`config.mk`:
```
export PLATFORM = sky130hd
export DESIGN_NAME = mem_access_ctrl
export DESIGN_NICKNAME = d
export VERILOG_FILES = /design/src/rtl/mem_access_ctrl_pkg.sv /design/src/rtl/mem_access_ctrl_load_store.sv /design/src/rtl/mem_access_ctrl.sv
export SDC_FILE = /design/constraint.sdc
export NUM_CORES = 1
export LEC_CHECK = 0
export ABC_AREA = 1
export BUFFER_PORTS_ARGS = -buffer_cell sky130_fd_sc_hd__buf_2
export CORE_UTILIZATION = 36
export DETAILED_ROUTE_END_ITERATION = 8
export GPL_TIMING_DRIVEN = 0
export SLEW_MARGIN = 15
export SYNTH_ARGS = -nofsm -noshare
export SYNTH_HDL_FRONTEND = slang
export SYNTH_HIERARCHICAL = 1
export SYNTH_SLANG_ARGS = --single-unit
```
`constraint.sdc`:
```
create_clock -name clk -period 1.74 [get_ports clk]
set_input_delay 0 -clock clk [delete_from_list [all_inputs] [get_ports clk]]
set_output_delay 0 -clock clk [all_outputs]
set_load 0.02 [all_outputs]
```
`src/rtl/mem_access_ctrl_pkg.sv`:
```
// Shared load/store size encodings and the alignment rule for the
// memory access controller.
package mem_access_ctrl_pkg;

   localparam logic [1:0] LOAD_STORE_BYTE = 2'd0;
   localparam logic [1:0] LOAD_STORE_HALF = 2'd1;
   localparam logic [1:0] LOAD_STORE_WORD = 2'd2;

   // A half may straddle bytes 1..2 but not the word boundary; any
   // encoding other than BYTE/HALF is treated as a full word.
   function automatic logic is_misaligned(input logic [1:0] offset,
                                          input logic [1:0] len);
      logic mis;
      case (len)
         LOAD_STORE_BYTE: mis = 1'b0;
         LOAD_STORE_HALF: mis = (offset == 2'd3);
         default:         mis = (offset != 2'd0);
      endcase
      return mis;
   endfunction

endpackage

```
`src/rtl/mem_access_ctrl_load_store.sv`:
```
// Alignment unit: extracts a byte/half/word from a memory word for loads
// and merges right-aligned store data into a memory word for stores.
module mem_access_ctrl_load_store
   import mem_access_ctrl_pkg::*;
(
   input  logic [31:0] word_i,
   input  logic [1:0]  offset_i,
   input  logic [1:0]  len_i,
   input  logic        sign_ext_i,
   input  logic [31:0] store_data_i,
   output logic [31:0] load_data_o,
   output logic [31:0] merged_o
);

   logic [4:0]  shamt;
   logic [31:0] shifted;
   logic [31:0] lane_mask;

   assign shamt = {offset_i, 3'b000};

   always_comb begin
      shifted     = word_i >> shamt;
      load_data_o = word_i;
      lane_mask   = 32'hFFFF_FFFF;
      case (len_i)
         LOAD_STORE_BYTE: begin
            load_data_o = {{24{sign_ext_i & shifted[7]}}, shifted[7:0]};
            lane_mask   = 32'h0000_00FF << shamt;
         end
         LOAD_STORE_HALF: begin
            load_data_o = {{16{sign_ext_i & shifted[15]}}, shifted[15:0]};
            lane_mask   = 32'h0000_FFFF << shamt;
         end
         default: begin
            load_data_o = word_i;
            lane_mask   = 32'hFFFF_FFFF;
         end
      endcase
      merged_o = (word_i & ~lane_mask) | ((store_data_i << shamt) & lane_mask);
   end

endmodule

```
`src/rtl/mem_access_ctrl.sv`:
```
// Memory access controller: turns byte/half/word core requests into word
// reads, read-modify-writes and writes with alignment and timeout checks.
module mem_access_ctrl
   import mem_access_ctrl_pkg::*;
#(
   parameter int unsigned ACK_TIMEOUT = 255
) (
   input  logic        clk,
   input  logic        resetn,
   // Core side: a request transfers on a rising edge where reqValid and
   // reqReady are both high; respValid is a single-cycle completion pulse.
   input  logic        reqValid,
   output logic        reqReady,
   input  logic        reqWrite,
   input  logic [31:0] reqAddr,
   input  logic [1:0]  reqLen,
   input  logic        reqSignExtend,
   input  logic [31:0] reqWriteData,
   output logic        respValid,
   output logic [31:0] respReadData,
   output logic        respError,
   // Memory side: a strobe is held until memAck completes that phase.
   output logic [29:0] memAddr,
   output logic        memRead,
   output logic        memWrite,
   output logic [31:0] memWriteData,
   input  logic [31:0] memReadData,
   input  logic        memAck,
   output logic [1:0]  dbgState
);

   typedef enum logic [1:0] {
      IDLE  = 2'd0,
      READ  = 2'd1,
      WRITE = 2'd2,
      RESP  = 2'd3
   } state_e;

   localparam int CNT_W = $clog2(ACK_TIMEOUT + 2);

   state_e           state_q, state_d;
   logic [CNT_W-1:0] cnt_q, cnt_d;
   logic [31:0]      addr_q, addr_d;
   logic [31:0]      wdata_q, wdata_d;
   logic [31:0]      word_q, word_d;
   logic [1:0]       len_q, len_d;
   logic             write_q, write_d;
   logic             sext_q, sext_d;
   logic             err_q, err_d;
   logic [31:0]      load_data;
   logic [31:0]      merged_data;
   logic             timeout_hit;

   mem_access_ctrl_load_store u_load_store (
      .word_i       (word_q),
      .offset_i     (addr_q[1:0]),
      .len_i        (len_q),
      .sign_ext_i   (sext_q),
      .store_data_i (wdata_q),
      .load_data_o  (load_data),
      .merged_o     (merged_data)
   );

   // Fires on the last permitted waiting cycle so the strobe is high for
   // exactly ACK_TIMEOUT cycles before the error response.
   assign timeout_hit = (ACK_TIMEOUT != 0) &&
                        (cnt_q == CNT_W'(ACK_TIMEOUT - 1));

   always_comb begin
      state_d = state_q;
      cnt_d   = cnt_q;
      addr_d  = addr_q;
      wdata_d = wdata_q;
      word_d  = word_q;
      len_d   = len_q;
      write_d = write_q;
      sext_d  = sext_q;
      err_d   = err_q;
      case (state_q)
         IDLE: begin
            if (reqValid) begin
               addr_d  = reqAddr;
               wdata_d = reqWriteData;
               len_d   = reqLen;
               write_d = reqWrite;
               sext_d  = reqSignExtend;
               word_d  = 32'h0;
               cnt_d   = '0;
               err_d   = is_misaligned(reqAddr[1:0], reqLen);
               if (is_misaligned(reqAddr[1:0], reqLen))
                  state_d = RESP;
               else if (!reqWrite || reqLen == LOAD_STORE_BYTE ||
                        reqLen == LOAD_STORE_HALF)
                  state_d = READ;
               else
                  state_d = WRITE;
            end
         end
         READ: begin
            if (memAck) begin
               word_d  = memReadData;
               cnt_d   = '0;
               state_d = write_q ? WRITE : RESP;
            end else if (timeout_hit) begin
               err_d   = 1'b1;
               state_d = RESP;
            end else begin
               cnt_d = cnt_q + CNT_W'(1);
            end
         end
         WRITE: begin
            if (memAck) begin
               state_d = RESP;
            end else if (timeout_hit) begin
               err_d   = 1'b1;
               state_d = RESP;
            end else begin
               cnt_d = cnt_q + CNT_W'(1);
            end
         end
         default: state_d = IDLE;
      endcase
   end

   always_ff @(posedge clk) begin
      if (!resetn) begin
         state_q <= IDLE;
         cnt_q   <= '0;
         addr_q  <= 32'h0;
         wdata_q <= 32'h0;
         word_q  <= 32'h0;
         len_q   <= 2'd0;
         write_q <= 1'b0;
         sext_q  <= 1'b0;
         err_q   <= 1'b0;
      end else begin
         state_q <= state_d;
         cnt_q   <= cnt_d;
         addr_q  <= addr_d;
         wdata_q <= wdata_d;
         word_q  <= word_d;
         len_q   <= len_d;
         write_q <= write_d;
         sext_q  <= sext_d;
         err_q   <= err_d;
      end
   end

   assign dbgState     = state_q;
   assign reqReady     = (state_q == IDLE);
   assign respValid    = (state_q == RESP);
   assign respError    = (state_q == RESP) && err_q;
   assign respReadData = (state_q == RESP && !err_q && !write_q) ? load_data : 32'h0;
   assign memAddr      = addr_q[31:2];
   assign memRead      = (state_q == READ);
   assign memWrite     = (state_q == WRITE);
   assign memWriteData = (state_q == WRITE) ? merged_data : 32'h0;

endmodule

```
# Word level (Yosys, flattened, before mapping)
# Index checks and enable logic that the tools add are counted.
totals:
  regBits: 112
  in_bits: 104
  output_inout_bits: 101
  word_cells: 78
op_classes:
  addsub: 1
  eq_ne: 12
  shifts: 4
  n_mux: 26
  n_bitwise: 6
  reduce_logical: 20
op_table:
  columns: ["op", "n"]
  rows:
  - ["32-bit one-hot mux with 2 select lines", 3]
  - ["32-bit 2-to-1 mux", 4]
  - ["32-bit AND", 2]
  - ["9-bit 2-to-1 mux", 4]
  - ["32-bit inverter", 1]
  - ["32-bit OR", 1]
  - ["16-bit by 5-bit << shifter with 32-bit output (first input constant)", 1]
  - ["32-bit by 5-bit << shifter with 32-bit output", 1]
  - ["8-bit by 5-bit << shifter with 32-bit output (first input constant)", 1]
  - ["32-bit by 5-bit right shift with 16-bit output", 1]
  - ["9-bit one-hot mux with 3 select lines", 1]
  - ["2-bit 2-to-1 mux", 6]
  - ["9-bit by 1-bit adder with 9-bit output (second input constant)", 1]
  - ["9-bit by 8-bit equality test with 1-bit output (second input constant)", 1]
  - ["2-bit by 1-bit equality test with 1-bit output (second input constant)", 3]
  - ["2-bit equality test (second input constant)", 3]
  - ["2-bit zero test", 3]
  - ["2-bit != test (second input constant)", 3]
  - ["2-bit one-hot mux with 3 select lines", 1]
  - ["3-bit AND reduction", 2]
  - ["2-bit nonzero test", 3]
  - ["1-bit 2-to-1 mux", 5]
  - ["2-bit by 1-bit != test with 1-bit output (second input constant)", 2]
  - ["1-bit one-hot mux with 2 select lines", 2]
  - ["8 further kinds", 14]

# Longest topological paths before layout
depth:
  word_depth: 7
  depth_mapped: 12
  ltp_nobuf: 12

# Hierarchy
# The synthesis kept the hierarchy.
by_module_without_submodules:
  columns: ["mod", "instances", "cells_per_inst", "area_per_inst_um2", "seq_area_each_um2"]
  rows:
  - ["mem_access_ctrl", 1, 737, 5066.1, 2242.2]
  - ["mem_access_ctrl_load_store", 1, 362, 1676.6, 0.0]

# Worst setup path before layout
# Ideal clock, no wire load.
synth_path:
  kind: "reg-to-reg"
  startpoint: "register state_q[0], in the netlist dbgState[0]"
  endpoint: "register cnt_q[4]"
  setup_ns: 0.115
  t_arrival_ns: 1.773
  required_time_ns: 1.625
  setup_slack_ns: -0.148
  path_stages_with_launch: 10
  n_path_buf: 2
  synth_period_minus_slack_ns: 1.888
  cell_sequence: "dfxtp_1 -> inv_1 -> ha_1 -> buf_2 -> nor3_1 -> nor2_2 -> buf_6 -> nand3_2 -> xor2_1 -> nor2_2"
synth_via:
  elab_chain_cells: 3
  elab_cells_between_ends: 8
  classes_between: "eq/ne: 4; mux: 1; reduce/logical: 3"
synth_lines:
  columns: ["element", "line_no", "text"]
  rows:
  - ["start: declaration", "mem_access_ctrl.sv:41", "state_e state_q, state_d;"]
  - ["start signal: assignment", "mem_access_ctrl.sv:137", "state_q <= state_d;"]
  - ["2-bit equality test (*)", null, null]
  - ["via memWrite", "mem_access_ctrl.sv:25", "output logic memWrite,"]
  - ["2-bit != test (no source line) / 3-bit nonzero test (equally long branches)", null, null]
  - ["3-bit AND reduction (no source line)", null, null]
  - ["end signal: assignment", "mem_access_ctrl.sv:138", "cnt_q <= cnt_d;"]
  - ["end: declaration", "mem_access_ctrl.sv:42", "logic [CNT_W-1:0] cnt_q, cnt_d;"]
# The timed path passes the listed nets; every way through them passes the cells marked *.
# A chain may end at the register's enable or synchronous reset.

# Worst setup path after layout
layout_path:
  startpoint: "register addr_q[0]"
  endpoint: "output respReadData[13]"
layout_via:
  elab_chain_cells: 4
layout_lines:
  columns: ["element", "line_no", "text"]
  rows:
  - ["start: declaration", "mem_access_ctrl.sv:43", "logic [31:0] addr_q, addr_d;"]
  - ["start signal: assignment", "mem_access_ctrl.sv:139", "addr_q <= addr_d;"]
  - ["32-bit by 5-bit right shift with 16-bit output (*)", "mem_access_ctrl_load_store.sv:22", "shifted = word_i >> shamt;"]
  - ["1-bit AND", "mem_access_ctrl_load_store.sv:27", "load_data_o = {{24{sign_ext_i & shifted[7]}}, shifted[7:0]};"]
  - ["32-bit one-hot mux with 2 select lines (*)", "mem_access_ctrl_load_store.sv:25", "case (len_i)"]
  - ["via load_data[13]", "mem_access_ctrl.sv:50", "logic [31:0] load_data;"]
  - ["32-bit 2-to-1 mux (*)", "mem_access_ctrl.sv:153", "assign respReadData = (state_q == RESP && !err_q && !write_q) ? load_data : 32'h0;"]
  - ["end: declaration", "mem_access_ctrl.sv:20", "output logic [31:0] respReadData,"]
# Marked as above.

==> results.cfg <==
[die]
placementRows = 49
die_h_um = 138.9
io_pins = 205
dieArea_mm2 = 0.01928
fp.dieW_um = 138.9
core-area_mm2 = 0.01815
start_util_pct = 37.16

[logic_synthesis]
syn_area_per_cell_um2 = 6.135
synthCells = 1099
async_flop_share_pct = 0
synth_edf_count = 0
synth_top_area_share_pct = 33.25
yosysUniqueCellTypes = 35
synth_nets = 1209
ys_warn_count = 6
syn-cell-area_mm2 = 0.006743
synth_commonest_cells = nand2_1 (288), nor2_1 (191), dfxtp_1 (112)
synth_area_leaders = dfxtp_1 (33%), nand2_1 (16%), nor2_1 (11%)
yosysMostFrequentCell = nand2_1
synth-seq-cells = 112
dominantRegCellSynth = dfxtp_1
synth_top_cell_by_area = dfxtp_1
ys_seq_area_share_pct = 33.25

[sta]
finalMaxSlewViolations = 0
grt_setup_unrepaired = yes
max_slew_margin_pct = 67.36
period_needed_ps = 1948
setup_violations = 58
worst-slew-pin-transition_ps = 489.6
period_share_pct = 112.0
max_freq_mhz = 513.3
worst_slack_ps = -208.2
tns_ps = -6149
skew_ps = 11.33
hold_violations = 0

[finish]
area_growth_pct = 54.57
final_nets = 1548
multiInputGateArea_mm2 = 0.003889
fillers = 1760
layout-drive-gt1-share_pct = 30.51
final_cells = 1671
antenna_cells = 0
seq_area_mm2 = 0.002260

[global_routing]
grt_pass1_vias = 7438
grt_antenna_before_repair = 0
grt-ovfl-total = 0
grt_max_degree = 20
gr-usage-all-layers_pct = 25.60
grt_pass1_wl_mm = 38.87

[clock_tree]
clk_latency_ps = 360
cts_tree = yes
root_buffer = clkbuf_16
clkSinkCount = 112
h-tree-depth = 3
numCtsBuffers = 9
cts.clk_slew.worst_paths_ps = 80
clk_path_buf_depth = 2

[run]
maxCapViolCount = 0

[min_path]
min_path_type = in -> reg

[setup_path]
critPathKind = reg -> out
r2r_slack_ps = 50
cp.required_ps = 1740
arrival_ps = 1950
end_kind = output pin
crit_fanout = 8
cp-start-kind = flop

[route]
wirelength_mm = 25.13
first_iter_violations = 656
drc_errors = 15
antenna_left = 0
routedWlPerCell_um = 15.04
dr_total_vias = 8112
via_per_inst = 4.855
dr.pass1.iters = 9

[power_and_ir_drop]
ir_drop_v = 0.0008387
power_density_mw_per_mm2 = 1336
total_power_uw = 13920
p_leak_uw = 0.005036

[placed_design]
dp.cells = 1531
numPortBuffers = 203
dp_hpwl_mm = 17.64
place_congestion = 0.9552

[run_status]
failed_checks = DRC, setup timing
status = finished, violations left
state kept, by name, indices dropped and copies added (netlist names):
| register | flops |
|---|---|
| cnt_q | 9 |
| dbgState | 2 |
| err_q | 1 |
| write_q | 1 |
| addr_q | 32 |
| wdata_q | 32 |
| word_q | 32 |
| sext_q | 1 |
| len_q | 2 |
what timing repair did:
item	4_1_cts	5_1_grt
endpoints found under the setup margin	106	143
gates cloned	2	4
pin swaps	27	36
buffers inserted	9	9
hold buffers	101	0
hold endpoints to repair	102	0
gates resized for setup	159	117
final timing paths:
check | start | end | cells after the start
max | addr_q[0] | respReadData[13] | 12
min | memAck | err_q | 4
min reg2reg | addr_q[17] | addr_q[17] | 2
max reg2reg | dbgState[1] | word_q[21] | 9
cell usage in the layout, fill, tap and decap left out, drive strengths merged, types with 2 or more instances in the layout:
| cell type | Yosys | layout |
|---|---|---|
| buf | 66 | 290 |
| dfxtp | 112 | 112 |
| nand4 | 3 | 3 |
| nand2 | 296 | 297 |
| nand3 | 107 | 107 |
| clkinv | 1 | 6 |
| o211ai | 5 | 5 |
| dlygate4sd3 | 0 | 101 |
| a21oi | 54 | 54 |
| inv | 110 | 110 |
| and3 | 2 | 2 |
| ha | 6 | 6 |
| a22o | 2 | 2 |
| nor2 | 201 | 201 |
| o21ai | 98 | 98 |
| nor3 | 4 | 4 |
| clkbuf | 29 | 40 |
critical path: stages, from the launching register on:
cell,delay (ps)
dfxtp_2,340
buf_12,140
clkinv_8,80
nand2_2,50
nand2_1,70
nand2_1,50
nand2_2,90
nand3_4,150
clkbuf_16,210
nand3_1,70
inv_1,50
nor2_1,110
buf_4,150
layer usage:
layer | GRT usage, % | part of all wire, % | vias to the layer above | wire length [um]
li1 | - | - | 4097 | -
met1 | 32.97 | 43 | 3665 | 10860
met2 | 42.72 | 47 | 318 | 11850
met3 | 5.732 | 7.6 | 32 | 1903
met4 | 7.427 | 2.0 | 0 | 512
met5 | 0 | 0 | - | 0
logic make-up after synthesis:
kind of cell | count (synthesis) | synth area share [%]
and+or+nand+nor | 614 | 38.32
DFF | 112 | 33.25
xor gates and xnor gates | 1 | 0.1299
AOI/OAI and AO/OA | 160 | 12.36
adders and majority gates | 6 | 1.113
buffers and inverters | 206 | 14.83
area by class of cell:
class / count / share of cell area, %
Buffer: 95 / 6.879
Clock buffer: 9 / 2.161
Clock inverter: 6 / 0.7683
Inverter: 111 / 4.286
Multi-Input combinational cell: 782 / 37.31
Sequential cell: 112 / 21.68
Tap cell: 229 / 2.749
Timing Repair Buffer: 327 / 24.17
power breakdown:
group / switching (uW) / internal (uW)
combinational: 4730 / 3170
sequential: 621 / 3210
clock: 1050 / 1140
total: 6400 / 7520
metrics by stage:
stage	setup WS [ps]	hold slack, ps	util, %	instance area, um^2
3_5_place_dp	-182.0	241.9	44.39	8055
4_1_cts	-148.7	46.56	54.67	9921
6_report	-208.2	59.76	57.43	10420
3_3_place_gp	-164.8	237.4	44.39	8055
5_1_grt	-336.1	111.6	57.43	10420
2_1_floorplan	35.41	148.3	-	6753
Power figures use the tool's default switching activity.
